<file path="src/rtl/store_buffer_pkg.sv">
// Shared definitions for the MEM-stage store path: access-size codes and the
// packed store entry held in the store buffer FIFO.
package store_buffer_pkg;

  localparam logic [1:0] SIZE_B = 2'b00;
  localparam logic [1:0] SIZE_H = 2'b01;
  localparam logic [1:0] SIZE_W = 2'b10;
  localparam logic [1:0] SIZE_X = 2'b11;

  typedef struct packed {
    logic [31:0] addr;
    logic [31:0] wdata;
    logic [3:0]  byteen;
  } store_entry_t;

  function automatic logic [3:0] half_lanes(input logic upper);
    return upper ? 4'b1100 : 4'b0011;
  endfunction

endpackage

</file>
<file path="src/rtl/store_buffer_if.sv">
// Store request and data-memory signals of the store buffer; slave is the
// buffer itself, master is whoever drives the MEM stage and the memory port.
interface store_buffer_if;
  import store_buffer_pkg::*;

  logic        st_valid;
  logic [31:0] st_addr;
  logic [31:0] st_data;
  logic [1:0]  st_size;
  logic        st_ready;
  logic        st_fault;
  logic        mem_valid;
  logic [31:0] mem_addr;
  logic [31:0] mem_wdata;
  logic [3:0]  mem_byteen;
  logic        mem_ready;
  logic        empty;

  modport slave (
    input  st_valid, st_addr, st_data, st_size, mem_ready,
    output st_ready, st_fault, mem_valid, mem_addr, mem_wdata, mem_byteen, empty
  );

  modport master (
    output st_valid, st_addr, st_data, st_size, mem_ready,
    input  st_ready, st_fault, mem_valid, mem_addr, mem_wdata, mem_byteen, empty
  );

endinterface

</file>
<file path="src/rtl/store_buffer_packer.sv">
// Narrows a register value to byte lanes for sb/sh/sw and flags misaligned or
// reserved-size requests. Purely combinational.
module store_packer
  import store_buffer_pkg::*;
(
  input  logic [31:0] addr_i,
  input  logic [31:0] data_i,
  input  logic [1:0]  size_i,
  output logic [31:0] word_addr_o,
  output logic [31:0] wdata_o,
  output logic [3:0]  byteen_o,
  output logic        fault_o
);

  // Lane replication and byte-enable selection per access size.
  always_comb begin
    word_addr_o = {addr_i[31:2], 2'b00};
    wdata_o     = 32'h0000_0000;
    byteen_o    = 4'b0000;
    fault_o     = 1'b0;
    case (size_i)
      SIZE_B: begin
        wdata_o  = {4{data_i[7:0]}};
        byteen_o = 4'b0001 << addr_i[1:0];
      end
      SIZE_H: begin
        wdata_o  = {2{data_i[15:0]}};
        byteen_o = half_lanes(addr_i[1]);
        fault_o  = addr_i[0];
      end
      SIZE_W: begin
        wdata_o  = data_i;
        byteen_o = 4'b1111;
        fault_o  = (addr_i[1:0] != 2'b00);
      end
      default: begin
        fault_o = 1'b1;
      end
    endcase
  end

endmodule

</file>
<file path="src/rtl/store_buffer.sv">
// MEM-stage store buffer: packs stores at enqueue and drains them in program
// order to data memory over a valid/ready handshake.
module store_buffer
  import store_buffer_pkg::*;
#(
  parameter int DEPTH = 2
) (
  input  logic           clk,
  input  logic           reset,
  store_buffer_if.slave  bus
);

  localparam int PTR_W = (DEPTH > 1) ? $clog2(DEPTH) : 1;
  localparam int CNT_W = PTR_W + 1;
  localparam logic [CNT_W-1:0] FULL_CNT = CNT_W'(DEPTH);

  store_entry_t     fifo_q [DEPTH];
  logic [PTR_W-1:0] wr_ptr_q, wr_ptr_d;
  logic [PTR_W-1:0] rd_ptr_q, rd_ptr_d;
  logic [CNT_W-1:0] count_q, count_d;

  logic [31:0] pk_addr_s;
  logic [31:0] pk_wdata_s;
  logic [3:0]  pk_byteen_s;
  logic        pk_fault_s;
  logic        full_s;
  logic        empty_s;
  logic        enq_s;
  logic        deq_s;
  store_entry_t head_s;

  store_packer u_packer (
    .addr_i      (bus.st_addr),
    .data_i      (bus.st_data),
    .size_i      (bus.st_size),
    .word_addr_o (pk_addr_s),
    .wdata_o     (pk_wdata_s),
    .byteen_o    (pk_byteen_s),
    .fault_o     (pk_fault_s)
  );

  // Occupancy flags and handshake qualifiers; st_ready looks only at count.
  always_comb begin
    full_s  = (count_q == FULL_CNT);
    empty_s = (count_q == {CNT_W{1'b0}});
    enq_s   = bus.st_valid & ~full_s & ~pk_fault_s;
    deq_s   = ~empty_s & bus.mem_ready;
  end

  // Pointer and count next-state; power-of-two depth makes pointers wrap naturally.
  always_comb begin
    wr_ptr_d = wr_ptr_q;
    rd_ptr_d = rd_ptr_q;
    count_d  = count_q;
    if (enq_s) begin
      wr_ptr_d = wr_ptr_q + PTR_W'(1);
    end else begin
      wr_ptr_d = wr_ptr_q;
    end
    if (deq_s) begin
      rd_ptr_d = rd_ptr_q + PTR_W'(1);
    end else begin
      rd_ptr_d = rd_ptr_q;
    end
    case ({enq_s, deq_s})
      2'b10:   count_d = count_q + CNT_W'(1);
      2'b01:   count_d = count_q - CNT_W'(1);
      default: count_d = count_q;
    endcase
  end

  // FIFO storage, pointers and count; reset drops every pending entry.
  always_ff @(posedge clk or posedge reset) begin
    if (reset) begin
      wr_ptr_q <= {PTR_W{1'b0}};
      rd_ptr_q <= {PTR_W{1'b0}};
      count_q  <= {CNT_W{1'b0}};
      for (int i = 0; i < DEPTH; i++) begin
        fifo_q[i] <= '0;
      end
    end else begin
      wr_ptr_q <= wr_ptr_d;
      rd_ptr_q <= rd_ptr_d;
      count_q  <= count_d;
      if (enq_s) begin
        fifo_q[wr_ptr_q] <= '{addr: pk_addr_s, wdata: pk_wdata_s, byteen: pk_byteen_s};
      end
    end
  end

  // Head presentation; data outputs read as zero whenever nothing is pending.
  always_comb begin
    head_s         = fifo_q[rd_ptr_q];
    bus.st_ready   = ~full_s;
    bus.st_fault   = bus.st_valid & pk_fault_s;
    bus.mem_valid  = ~empty_s;
    bus.empty      = empty_s;
    if (empty_s) begin
      bus.mem_addr   = 32'h0000_0000;
      bus.mem_wdata  = 32'h0000_0000;
      bus.mem_byteen = 4'b0000;
    end else begin
      bus.mem_addr   = head_s.addr;
      bus.mem_wdata  = head_s.wdata;
      bus.mem_byteen = head_s.byteen;
    end
  end

endmodule
</file>
<file path="src/flat_wrapper.sv">
// flat-port wrapper written by rule: the top's interface ports become plain ports
module store_buffer_flat import store_buffer_pkg::*;
#(
  parameter int DEPTH = 2
)
  (clk, reset, bus_st_valid, bus_st_addr, bus_st_data, bus_st_size, bus_mem_ready, bus_st_ready, bus_st_fault, bus_mem_valid, bus_mem_addr, bus_mem_wdata, bus_mem_byteen, bus_empty);
  store_buffer_if bus_i ();
  input  logic clk;
  input  logic reset;
  input wire logic [$bits(bus_i.st_valid)-1:0] bus_st_valid;
  input wire logic [$bits(bus_i.st_addr)-1:0] bus_st_addr;
  input wire logic [$bits(bus_i.st_data)-1:0] bus_st_data;
  input wire logic [$bits(bus_i.st_size)-1:0] bus_st_size;
  input wire logic [$bits(bus_i.mem_ready)-1:0] bus_mem_ready;
  output wire logic [$bits(bus_i.st_ready)-1:0] bus_st_ready;
  output wire logic [$bits(bus_i.st_fault)-1:0] bus_st_fault;
  output wire logic [$bits(bus_i.mem_valid)-1:0] bus_mem_valid;
  output wire logic [$bits(bus_i.mem_addr)-1:0] bus_mem_addr;
  output wire logic [$bits(bus_i.mem_wdata)-1:0] bus_mem_wdata;
  output wire logic [$bits(bus_i.mem_byteen)-1:0] bus_mem_byteen;
  output wire logic [$bits(bus_i.empty)-1:0] bus_empty;
  assign bus_i.st_valid = bus_st_valid;
  assign bus_i.st_addr = bus_st_addr;
  assign bus_i.st_data = bus_st_data;
  assign bus_i.st_size = bus_st_size;
  assign bus_i.mem_ready = bus_mem_ready;
  assign bus_st_ready = bus_i.st_ready;
  assign bus_st_fault = bus_i.st_fault;
  assign bus_mem_valid = bus_i.mem_valid;
  assign bus_mem_addr = bus_i.mem_addr;
  assign bus_mem_wdata = bus_i.mem_wdata;
  assign bus_mem_byteen = bus_i.mem_byteen;
  assign bus_empty = bus_i.empty;
  store_buffer #(.DEPTH(DEPTH)) u_core (.clk(clk), .reset(reset), .bus(bus_i));
endmodule
</file>
<file path="config.mk">
export PLATFORM = sky130hd
export DESIGN_NAME = store_buffer_flat
export DESIGN_NICKNAME = d
export VERILOG_FILES = /design/src/rtl/store_buffer_pkg.sv /design/src/rtl/store_buffer_if.sv /design/src/rtl/store_buffer_packer.sv /design/src/rtl/store_buffer.sv /design/src/flat_wrapper.sv
export SDC_FILE = /design/constraint.sdc
export NUM_CORES = 1
export LEC_CHECK = 0
export CAP_MARGIN = 40
export CELL_PAD_IN_SITES_DETAIL_PLACEMENT = 1
export CELL_PAD_IN_SITES_GLOBAL_PLACEMENT = 1
export CORE_MARGIN = 8
export CORE_UTILIZATION = 45
export CTS_CLUSTER_DIAMETER = 120
export DETAILED_ROUTE_END_ITERATION = 8
export PLACE_DENSITY_LB_ADDON = 0.2
export SLEW_MARGIN = 20
export SYNTH_ARGS = -nofsm -noshare
export SYNTH_HDL_FRONTEND = slang
export SYNTH_HIERARCHICAL = 1
export SYNTH_SLANG_ARGS = --single-unit
</file>
<file path="constraint.sdc">
create_clock -name clk -period 11 [get_ports clk]
set_input_delay 1.1 -clock clk [delete_from_list [all_inputs] [get_ports clk]]
set_output_delay 1.1 -clock clk [all_outputs]
set_load 0.05 [all_outputs]
</file>
==> results.md <==
* Status: complete, no violations
* YS warnings at 6
* Clk root buf: clkbuf_16
* Num rows at 46
* Worst R2R Setup Slack at 8770 ps
* Multi-input gate area at 3140 µm²
* Worst path arrival time at 3420 ps
* CTS Sinks at 140
* Mapped Area at 7130 µm²
* Ant diodes at 0
* Via count at 4633
* Clock skew at 8.40 ps
* # Post-CTS Setup Buffers at 0
* Tmin final at 4520 ps
* CTS tree: yes
* Critical path class: in2out
* Max-slew violation count at 0
* PortBufs at 141
* DP Worst Slack at 6450 ps
* WL/cell at 19.9 µm
* Routed WL at 18100 µm
* Clock-pin slew on the worst setup and hold paths at 60 ps
* First-pass GRT wire length at 29600 µm
* Start point of the worst min-delay path: u_core/fifo_q[38]
* Via/cell ratio at 5.10
* Worst setup margin at 6480 ps
* Slew HR at 47.6%
* Worst hold path depth at 1
* Cts hold-fix bufs at 0
* Drt first-iter violations at 201
* Cts repair resizes at 0
* Critical path endpoint category: primary output
* Area growth, synth to finish at 27.2%
* H-tree depth at 4
* Worst R2R Start: u_core/count_q[0]
* Gr usage total at 18.8%
* Setup violations, final at 0
* Ratio of cells with drive above 1 in the final layout at 26.9%
* Die width at 142 µm
* Fin nets at 750
* Synth Register Bits at 140
* TritonCTS buffer count at 17
* Asr flop ratio synth at 100%
* DRC at 0
* Vias in the first global route at 5490
* Initial antenna violation count at 0
* Hold crit path type: reg2reg
* Clock Path Buffers at 2
* Ranking of synthesized cells by area: dfrtp_1 49%, mux2_2 18%, mux2i_1 9.7%, mux2_4 4.2%, buf_4 3.8%
* Period utilization at 41.1%
* Antenna Violating Nets Remaining at 0
* Crit path required time at 9900 ps
* Reg area at 3510 µm²
* Cell taking the most area after synthesis: dfrtp_1
* Die area at 20100 µm²
* Worst R2R End: u_core/fifo_q[94]
* Initial Util at 45.5%
* Worst Tran Pin Value at 784 ps
* Most frequent cells in the layout: 141 x clkdlybuf4s50_1, 139 x dfrtp_1, 115 x mux2_2, 72 x nor2_1, 69 x mux2i_1
* Worst-Skew Late Latency at 420 ps
* Final TNS setup at 0 ps
* Top cell type's share of synthesized area at 49.2%
* Chip height at 142 µm
* MaxCap Viol Count at 0
* Largest net degree at the start of global routing at 89
* Post-DP HPWL at 12300 µm
* Commonest non-fill, non-tap cell in the layout: clkdlybuf4s50_1
* Avg Inst Size Synth at 12.3 µm²
* CP Launch Type: input port
* FF-to-FF path depth at 5
* GPL Wtd Cong at 0.749
* Synth Flop Type: dfrtp_1
* Final hold violation count at 0
* Total global routing overflow at 0
* Ports at 142
* Post-synth cell types at 34
* Core footprint at 15700 µm²
* Fmax at 221 MHz
* RSZ-0062 raised after global routing: no
* # fillers at 1575
* Hold path endpoint: u_core/fifo_q[38]
* Seq/Total Area, Yosys at 49.2%
* Crit path max fanout at 23
* Router iterations before antenna repair at 4
* Number of synthesized flops with an enable pin at 0
* Post-Syn Instances at 579
layout make-up:
type                    instances  share of cell area (%)
clock buffers                  19                    5.00
clock inverters                13                    1.57
inverters                       3                   0.179
multi-input cells             367                    34.6
flip-flops and latches        140                    38.7
well taps                     216                    2.98
repair buffers                150                    17.0
kinds of logic (layout without fill, tap and decap cells):
| family | after synthesis | in the layout | share of synthesized area, % |
|---|---|---|---|
| AOI/OAI and AO/OA | 48 | 48 | 3.90 |
| xor gates and xnor gates | 5 | 5 | 0.615 |
| adders and majority gates | 1 | 1 | 0.176 |
| buffers and inverters | 73 | 185 | 7.08 |
| DFF | 140 | 140 | 49.2 |
| muxes | 205 | 205 | 32.2 |
| other | 1 | 2 | 0.0526 |
| and+or+nand+nor | 106 | 106 | 6.79 |
routing by layer:
layer | GRT usage [%] | vias up | wire length [µm]
met5 | 0 | - | 0
met4 | 6.27 | 0 | 215
met3 | 4.64 | 20 | 751
met2 | 33.7 | 81 | 9670
met1 | 21.4 | 2380 | 7420
li1 | - | 2152 | -
synthesized netlist by cell type (8+ instances only):
cell        n
clkbuf_1    9
buf_2      16
dfrtp_1   140
and2_1     10
a21o_1      8
mux2i_1    69
mux2_2    115
nor2b_1    10
nand2_1     9
nor2_1     72
buf_4      36
a21oi_1    17
mux2_4     20
o21ai_1    15
registers in the layout (all words and copies together), names as in the netlist:
name / flops
u_core/count_q: 2
u_core/fifo_q: 136
u_core/wr_ptr_q: 1
u_core/rd_ptr_q: 1
per-stage QoR:
stage / std cells / area, µm² / hold WS, ps / util, %
final: 908 / 9060 / 498 / 57.9
after global routing: 908 / 9060 / 517 / 57.9
after CTS: 907 / 9040 / 499 / 57.7
after detailed placement: 875 / 8440 / 485 / 53.9
after global placement: 873 / 8390 / 473 / 53.6
after floorplan: 580 / 7130 / 464 / -
worst max-delay path, cell delays in order:
cell and delay [ps]:
clkdlybuf4s50_1 980, inv_2 120, a21oi_2 240, and2_1 160, clkdlybuf4s50_1 810
how the worst max path moves through the flow:
stage	startpoint	end	depth (start not counted)
2_1_floorplan	reset	u_core/count_q[0]	1
3_3_place_gp	bus_st_size[0]	bus_st_fault	5
3_5_place_dp	bus_st_size[0]	bus_st_fault	5
4_1_cts	bus_st_size[0]	bus_st_fault	5
5_1_grt	bus_st_size[0]	bus_st_fault	5
6_report	bus_st_size[0]	bus_st_fault	5
Power is not shown: default switching activity piles up to over one toggle a cycle in this logic, so the estimate is an artifact.
